File: config.mk
export PLATFORM = sky130hd
export DESIGN_NAME = router_dst_reader
export DESIGN_NICKNAME = d
export VERILOG_FILES = /design/src/rtl/router_dst_reader.sv
export SDC_FILE = /design/constraint.sdc
export NUM_CORES = 1
export LEC_CHECK = 0
export BUFFER_PORTS_ARGS = -buffer_cell sky130_fd_sc_hd__buf_4
export CELL_PAD_IN_SITES_DETAIL_PLACEMENT = 0
export CELL_PAD_IN_SITES_GLOBAL_PLACEMENT = 1
export CORE_MARGIN = 2
export CORE_UTILIZATION = 42
export CTS_BUF_LIST = sky130_fd_sc_hd__clkbuf_4
export DETAILED_ROUTE_END_ITERATION = 10
export GPL_TIMING_DRIVEN = 0
export PLACE_DENSITY = 0.76
export SLEW_MARGIN = 20
export SYNTH_ARGS = -nofsm -noshare
export SYNTH_HDL_FRONTEND = slang
export SYNTH_SLANG_ARGS = --single-unit
File: constraint.sdc
create_clock -name clock -period 2.9 [get_ports clock]
set_input_delay 0.435 -clock clock [delete_from_list [all_inputs] [get_ports clock]]
set_output_delay 0.435 -clock clock [all_outputs]
set_load 0.05 [all_outputs]
File: src/rtl/router_dst_reader.sv
// router_dst_reader: drains one router output FIFO a packet at a time, checks parity and forwards bytes.
// Optional ROUTER_DST_ADDR_CHECK_EN adds addr_err and silently drains packets addressed to another port.
module router_dst_reader #(
    parameter int unsigned DATA_W  = 8,
    parameter logic [1:0]  PORT_ID = 2'd0
) (
    input  logic              clock,
    input  logic              resetn,
    input  logic              vld_out,
    input  logic              soft_reset,
    input  logic [DATA_W-1:0] dout,
    input  logic              sink_ready,
    output logic              read_enb,
    output logic [DATA_W-1:0] byte_data,
    output logic              byte_valid,
    output logic              sof,
    output logic              eof,
    output logic [5:0]        pkt_len,
    output logic              pkt_done,
    output logic              parity_err,
    output logic              pkt_abort,
`ifdef ROUTER_DST_ADDR_CHECK_EN
    output logic              addr_err,
`endif
    output logic              busy
);

    typedef enum logic [2:0] {IDLE, HDR_RD, HDR_WAIT, BODY_RD, DONE} state_t;

    state_t            state_q, state_d;
    logic              rd_pend_q, rd_pend_d;
    logic [6:0]        issued_q, issued_d;
    logic [6:0]        total_q, total_d;
    logic [6:0]        cap_q, cap_d;
    logic [DATA_W-1:0] acc_q, acc_d;
    logic [DATA_W-1:0] data_q, data_d;
    logic [5:0]        len_q, len_d;
    logic              bv_q, bv_d;
    logic              sof_q, sof_d;
    logic              eof_q, eof_d;
    logic              done_q, done_d;
    logic              perr_q, perr_d;
    logic              abort_q, abort_d;
    logic              drop_q, drop_d;
    logic              can_issue;
    logic              hdr_drop;

`ifdef ROUTER_DST_ADDR_CHECK_EN
    assign hdr_drop = (dout[1:0] != PORT_ID);
    assign addr_err = drop_q;
`else
    // Address bits carry no meaning in this build; every packet is forwarded.
    assign hdr_drop = 1'b0 & (dout[1:0] != PORT_ID);
`endif

    always_comb begin
        state_d   = state_q;
        issued_d  = issued_q;
        total_d   = total_q;
        cap_d     = cap_q;
        acc_d     = acc_q;
        len_d     = len_q;
        data_d    = data_q;
        drop_d    = drop_q;
        perr_d    = perr_q;
        bv_d      = 1'b0;
        sof_d     = 1'b0;
        eof_d     = 1'b0;
        done_d    = 1'b0;
        abort_d   = 1'b0;
        read_enb  = 1'b0;
        can_issue = vld_out & sink_ready;

        // Abort wins over everything; a capture landing this cycle is dropped.
        if (soft_reset && (state_q != IDLE)) begin
            state_d  = IDLE;
            abort_d  = 1'b1;
            issued_d = '0;
            total_d  = '0;
            cap_d    = '0;
            acc_d    = '0;
        end else begin
            case (state_q)
                IDLE: begin
                    if (can_issue) state_d = HDR_RD;
                end
                HDR_RD: begin
                    if (can_issue) begin
                        read_enb = 1'b1;
                        state_d  = HDR_WAIT;
                    end
                end
                HDR_WAIT: begin
                    if (rd_pend_q) begin
                        len_d    = dout[7:2];
                        total_d  = {1'b0, dout[7:2]} + 7'd2;
                        issued_d = 7'd1;
                        cap_d    = 7'd1;
                        acc_d    = dout;
                        data_d   = dout;
                        drop_d   = hdr_drop;
                        bv_d     = ~hdr_drop;
                        sof_d    = ~hdr_drop;
                        perr_d   = 1'b0;
                        state_d  = BODY_RD;
                    end
                end
                BODY_RD: begin
                    read_enb = can_issue && (issued_q < total_q);
                    if (read_enb) issued_d = issued_q + 7'd1;
                    if (rd_pend_q) begin
                        data_d = dout;
                        bv_d   = ~drop_q;
                        if (cap_q == ({1'b0, len_q} + 7'd1)) begin
                            eof_d   = ~drop_q;
                            state_d = DONE;
                        end else begin
                            acc_d = acc_q ^ dout;
                            cap_d = cap_q + 7'd1;
                        end
                    end
                end
                DONE: begin
                    // data_q still holds the parity byte here.
                    done_d  = 1'b1;
                    perr_d  = (data_q != acc_q);
                    state_d = IDLE;
                end
                default: state_d = IDLE;
            endcase
        end

        rd_pend_d = read_enb;
    end

    always_ff @(posedge clock or negedge resetn) begin
        if (!resetn) begin
            state_q   <= IDLE;
            rd_pend_q <= 1'b0;
            issued_q  <= '0;
            total_q   <= '0;
            cap_q     <= '0;
            acc_q     <= '0;
            data_q    <= '0;
            len_q     <= '0;
            bv_q      <= 1'b0;
            sof_q     <= 1'b0;
            eof_q     <= 1'b0;
            done_q    <= 1'b0;
            perr_q    <= 1'b0;
            abort_q   <= 1'b0;
            drop_q    <= 1'b0;
        end else begin
            state_q   <= state_d;
            rd_pend_q <= rd_pend_d;
            issued_q  <= issued_d;
            total_q   <= total_d;
            cap_q     <= cap_d;
            acc_q     <= acc_d;
            data_q    <= data_d;
            len_q     <= len_d;
            bv_q      <= bv_d;
            sof_q     <= sof_d;
            eof_q     <= eof_d;
            done_q    <= done_d;
            perr_q    <= perr_d;
            abort_q   <= abort_d;
            drop_q    <= drop_d;
        end
    end

    assign byte_data  = data_q;
    assign byte_valid = bv_q;
    assign sof        = sof_q;
    assign eof        = eof_q;
    assign pkt_len    = len_q;
    assign pkt_done   = done_q;
    assign parity_err = perr_q;
    assign pkt_abort  = abort_q;
    assign busy       = (state_q != IDLE);

endmodule

==> flow_metrics.env <==
export IMPL_core_sq_um=6869
export IMPL_critical_path_startpoint="issued_q[4]"
export IMPL_dp_cells=432
export IMPL_dieArea_sq_um=7833
export IMPL_utilization=0.5042
export IMPL_outcome="finished, final reports clean"
export IMPL_synth_main_ff_cell="dfrtp_1"
export IMPL_insertion_delay_ns=0.38
export IMPL_fin_cells=441
export IMPL_internal_power_uw=1656
export IMPL_tightest_slew_ns=0.6827
export IMPL_cts_made_buffers=5
export IMPL_areaGrowthSynthToFinish_pct=15.48
export IMPL_syn_nets=325
export IMPL_p_total_uw=3142
export IMPL_async_reset_ff_frac=1.000
export IMPL_ir_drop_mv=0.3461
export IMPL_reg2reg_from="pkt_len[1]"
export IMPL_cts_root_buf="clkbuf_4"
export IMPL_holdWs_ns=0.08601
export IMPL_cts_tree="yes"
export IMPL_fill_cells=649
export IMPL_routed_wirelength_um=7114
export IMPL_yosysSeqAreaShare=0.4422
export IMPL_groute_usage_overall=0.1930
export IMPL_netlist_instances=302
export IMPL_fp_dieH_um=88.51
export IMPL_clock_sinks=53
export IMPL_cts_htree_levels=2
export IMPL_pin_count=35
export IMPL_synth_area_top_cells="dfrtp_1 (44%), xnor2_1 (5.3%), ha_1 (4.2%)"
export IMPL_cp_max_fo=4
export IMPL_multi_input_area_sq_um=1593
export IMPL_die_w_um=88.51
export IMPL_yosys_warnings=0
export IMPL_period_share=0.9459
export IMPL_antenna_found_initial=0
export IMPL_rows=30
export IMPL_grt_pass1_wl_um=11610
export IMPL_power_switching_uw=1486
export IMPL_drtAntennaViolNets=0
export IMPL_seqPwrFrac=0.375
export IMPL_dp_hpwl_um=5042
export IMPL_switching_share=0.4728
export IMPL_antenna_cells=0
export IMPL_powerDensity_nw_per_um2=907.3
export IMPL_viasPerCell=5.449
export IMPL_drt_pass1_iter_count=4
export IMPL_drt_iter0_markers=96
export IMPL_clock_fmax_mhz=364.5
export IMPL_vias=2403
export IMPL_maxCapViolations=0
export IMPL_drc=0
export IMPL_io_buffers=34
export IMPL_layout_drive_gt1_share=0.2000
export IMPL_post_place_ws_ns=0.2612
export IMPL_grt_max_degree=54
export IMPL_synth_distinct_cells=50
export IMPL_syn_cell_area_sq_um=2999
export IMPL_worstPathArrival_ns=2.31
export IMPL_regArea_sq_um=1326
export IMPL_leakage_uw=0.001579
export IMPL_gp_congestion=0.7993
export IMPL_synth_top_area_share=0.4422
export IMPL_finalClockSkew_ns=0.01272
export IMPL_slew_violations=0
export IMPL_synth_area_leader_cell="dfrtp_1"
export IMPL_hold_path_class="input port to async pin"
export IMPL_post_drt_wl_per_cell_um=16.13
export IMPL_clockBufferDepth=2
export IMPL_grt_pass1_vias=2306
export IMPL_synth_edf_count=0
export IMPL_clock_power_share=0.108
export IMPL_maxSlewHeadroom=0.5385
export IMPL_start_util=0.4366
export IMPL_nets=367
export IMPL_cp_start_kind="flip-flop"
export IMPL_crit_type="flip-flop to output pin"
export IMPL_cp_end_kind="output pin"
export IMPL_fin_ws_ns=0.1568
export IMPL_crit_required_ns=2.47
export IMPL_synth_area_per_cell_sq_um=9.931
export IMPL_hold_viol=0
export IMPL_clkTransAtPathRegs_ns=0.16
export IMPL_pwr_share_comb=0.517
export IMPL_ys_seq_elements=53
export IMPL_min_period_ns=2.743
export IMPL_grt_overflow_total=0
export IMPL_setup_violations_final=0
cell type report:
type                       instances  share of cell area
multi-input combinational        225              0.4599
clock inverter                     2            0.002890
tap                               96             0.03468
timing repair buffer              35             0.07695
clock buffer                       6             0.01301
inverter                          16             0.01951
sequential                        53              0.3829
buffer                             8             0.01012
cell usage in the layout, fill, tap and decap left out, types with 2 or more instances in the layout:
cell type	instances
dfrtp_1	53
buf_4	34
nand2_1	33
o21ai_0	23
nand3_1	18
xnor2_1	18
a21oi_1	15
inv_1	14
nor2_1	12
mux2_2	10
ha_1	10
and3_1	9
nand2b_1	7
mux2_1	7
a21o_1	6
o311ai_0	6
clkbuf_4	6
buf_2	4
nor3_1	4
nand4_1	4
clkbuf_1	3
nand4b_1	3
mux2i_1	3
xor2_1	3
o21a_1	3
nor4b_1	2
a2bb2oi_1	2
a22o_1	2
and2_1	2
o31ai_1	2
a221o_1	2
clkinv_2	2
synth_stat cells (4+ instances only):
cell type   n
mux2_1      7
inv_1      14
dfrtp_1    53
mux2_2     10
buf_2       4
nand4_1     4
ha_1       10
nand2b_1    7
nor3_1      4
o21ai_0    23
nand3_1    18
nand2_1    33
nor2_1     12
a21o_1      6
a21oi_1    15
o311ai_0    6
xnor2_1    18
and3_1      9
metal layers:
metal | share of wire | up-vias | global-route usage
li1 | - | 1176 | -
met1 | 0.46 | 1178 | 0.2706
met2 | 0.50 | 45 | 0.3049
met3 | 0.031 | 4 | 0.03451
met4 | 0.0086 | 0 | 0.06061
met5 | 0 | - | 0
power by group through the flow:
stage	logic, uW	registers, uW	clock network (uW)
2_1_floorplan	834	1510	0
3_3_place_gp	1610	1180	0
3_5_place_dp	1630	1190	0
4_1_cts	1630	1180	355
5_1_grt	1770	1210	382
6_report	1630	1180	339
registers in the layout (all words and copies together) (netlist names), 3 cells and up:
signal / cells
acc_q: 8
byte_data: 8
pkt_len: 6
issued_q: 7
cap_q: 7
total_q: 7
state_q: 3
cells by family after synthesis:
logic type | after synthesis | share of synthesized area
AOI/OAI and AO/OA | 71 | 0.1631
xor gates and xnor gates | 21 | 0.06133
adders and majority gates | 10 | 0.04172
buffers and inverters | 24 | 0.03421
DFF | 53 | 0.4422
muxes | 20 | 0.07384
and+or+nand+nor | 103 | 0.1836
worst paths after layout:
| path | to | slack, ns | cells past startpoint |
|---|---|---|---|
| setup / recovery | read_enb | 0.16 | 8 |
| hold / removal | cap_q[2] | 0.09 | 1 |
| setup reg to reg | acc_q[3] | 0.45 | 8 |
| hold reg to reg | total_q[6] | 0.50 | 2 |
| max in group asynchronous | total_q[5] | 2.35 | 1 |
| min in group clock | pkt_len[5] | 0.29 | 2 |
worst max-delay path: stages, from the launching register on:
cell	delay, ns
dfrtp_1	0.43
ha_1	0.32
a21oi_1	0.14
nor2_1	0.08
a2111oi_4	0.32
o21ai_2	0.14
mux2i_1	0.15
and3_1	0.21
buf_6	0.17
through the flow:
step / TNS, ns / cell area, sq um
finish: 0 / 3463
global route: -0.02787 / 3463
CTS: 0 / 3436
detailed placement: 0 / 3374
global placement: 0 / 3374
floorplan: 0 / 2999
repair_timing:
| item | 4_1_cts | 5_1_grt |
|---|---|---|
| buffers inserted | 0 | 1 |
| hold buffers | 0 | 0 |
| setup endpoints to repair | 1 | 1 |
| gates resized for setup | 2 | 3 |
(Power assumes the default switching activity.)
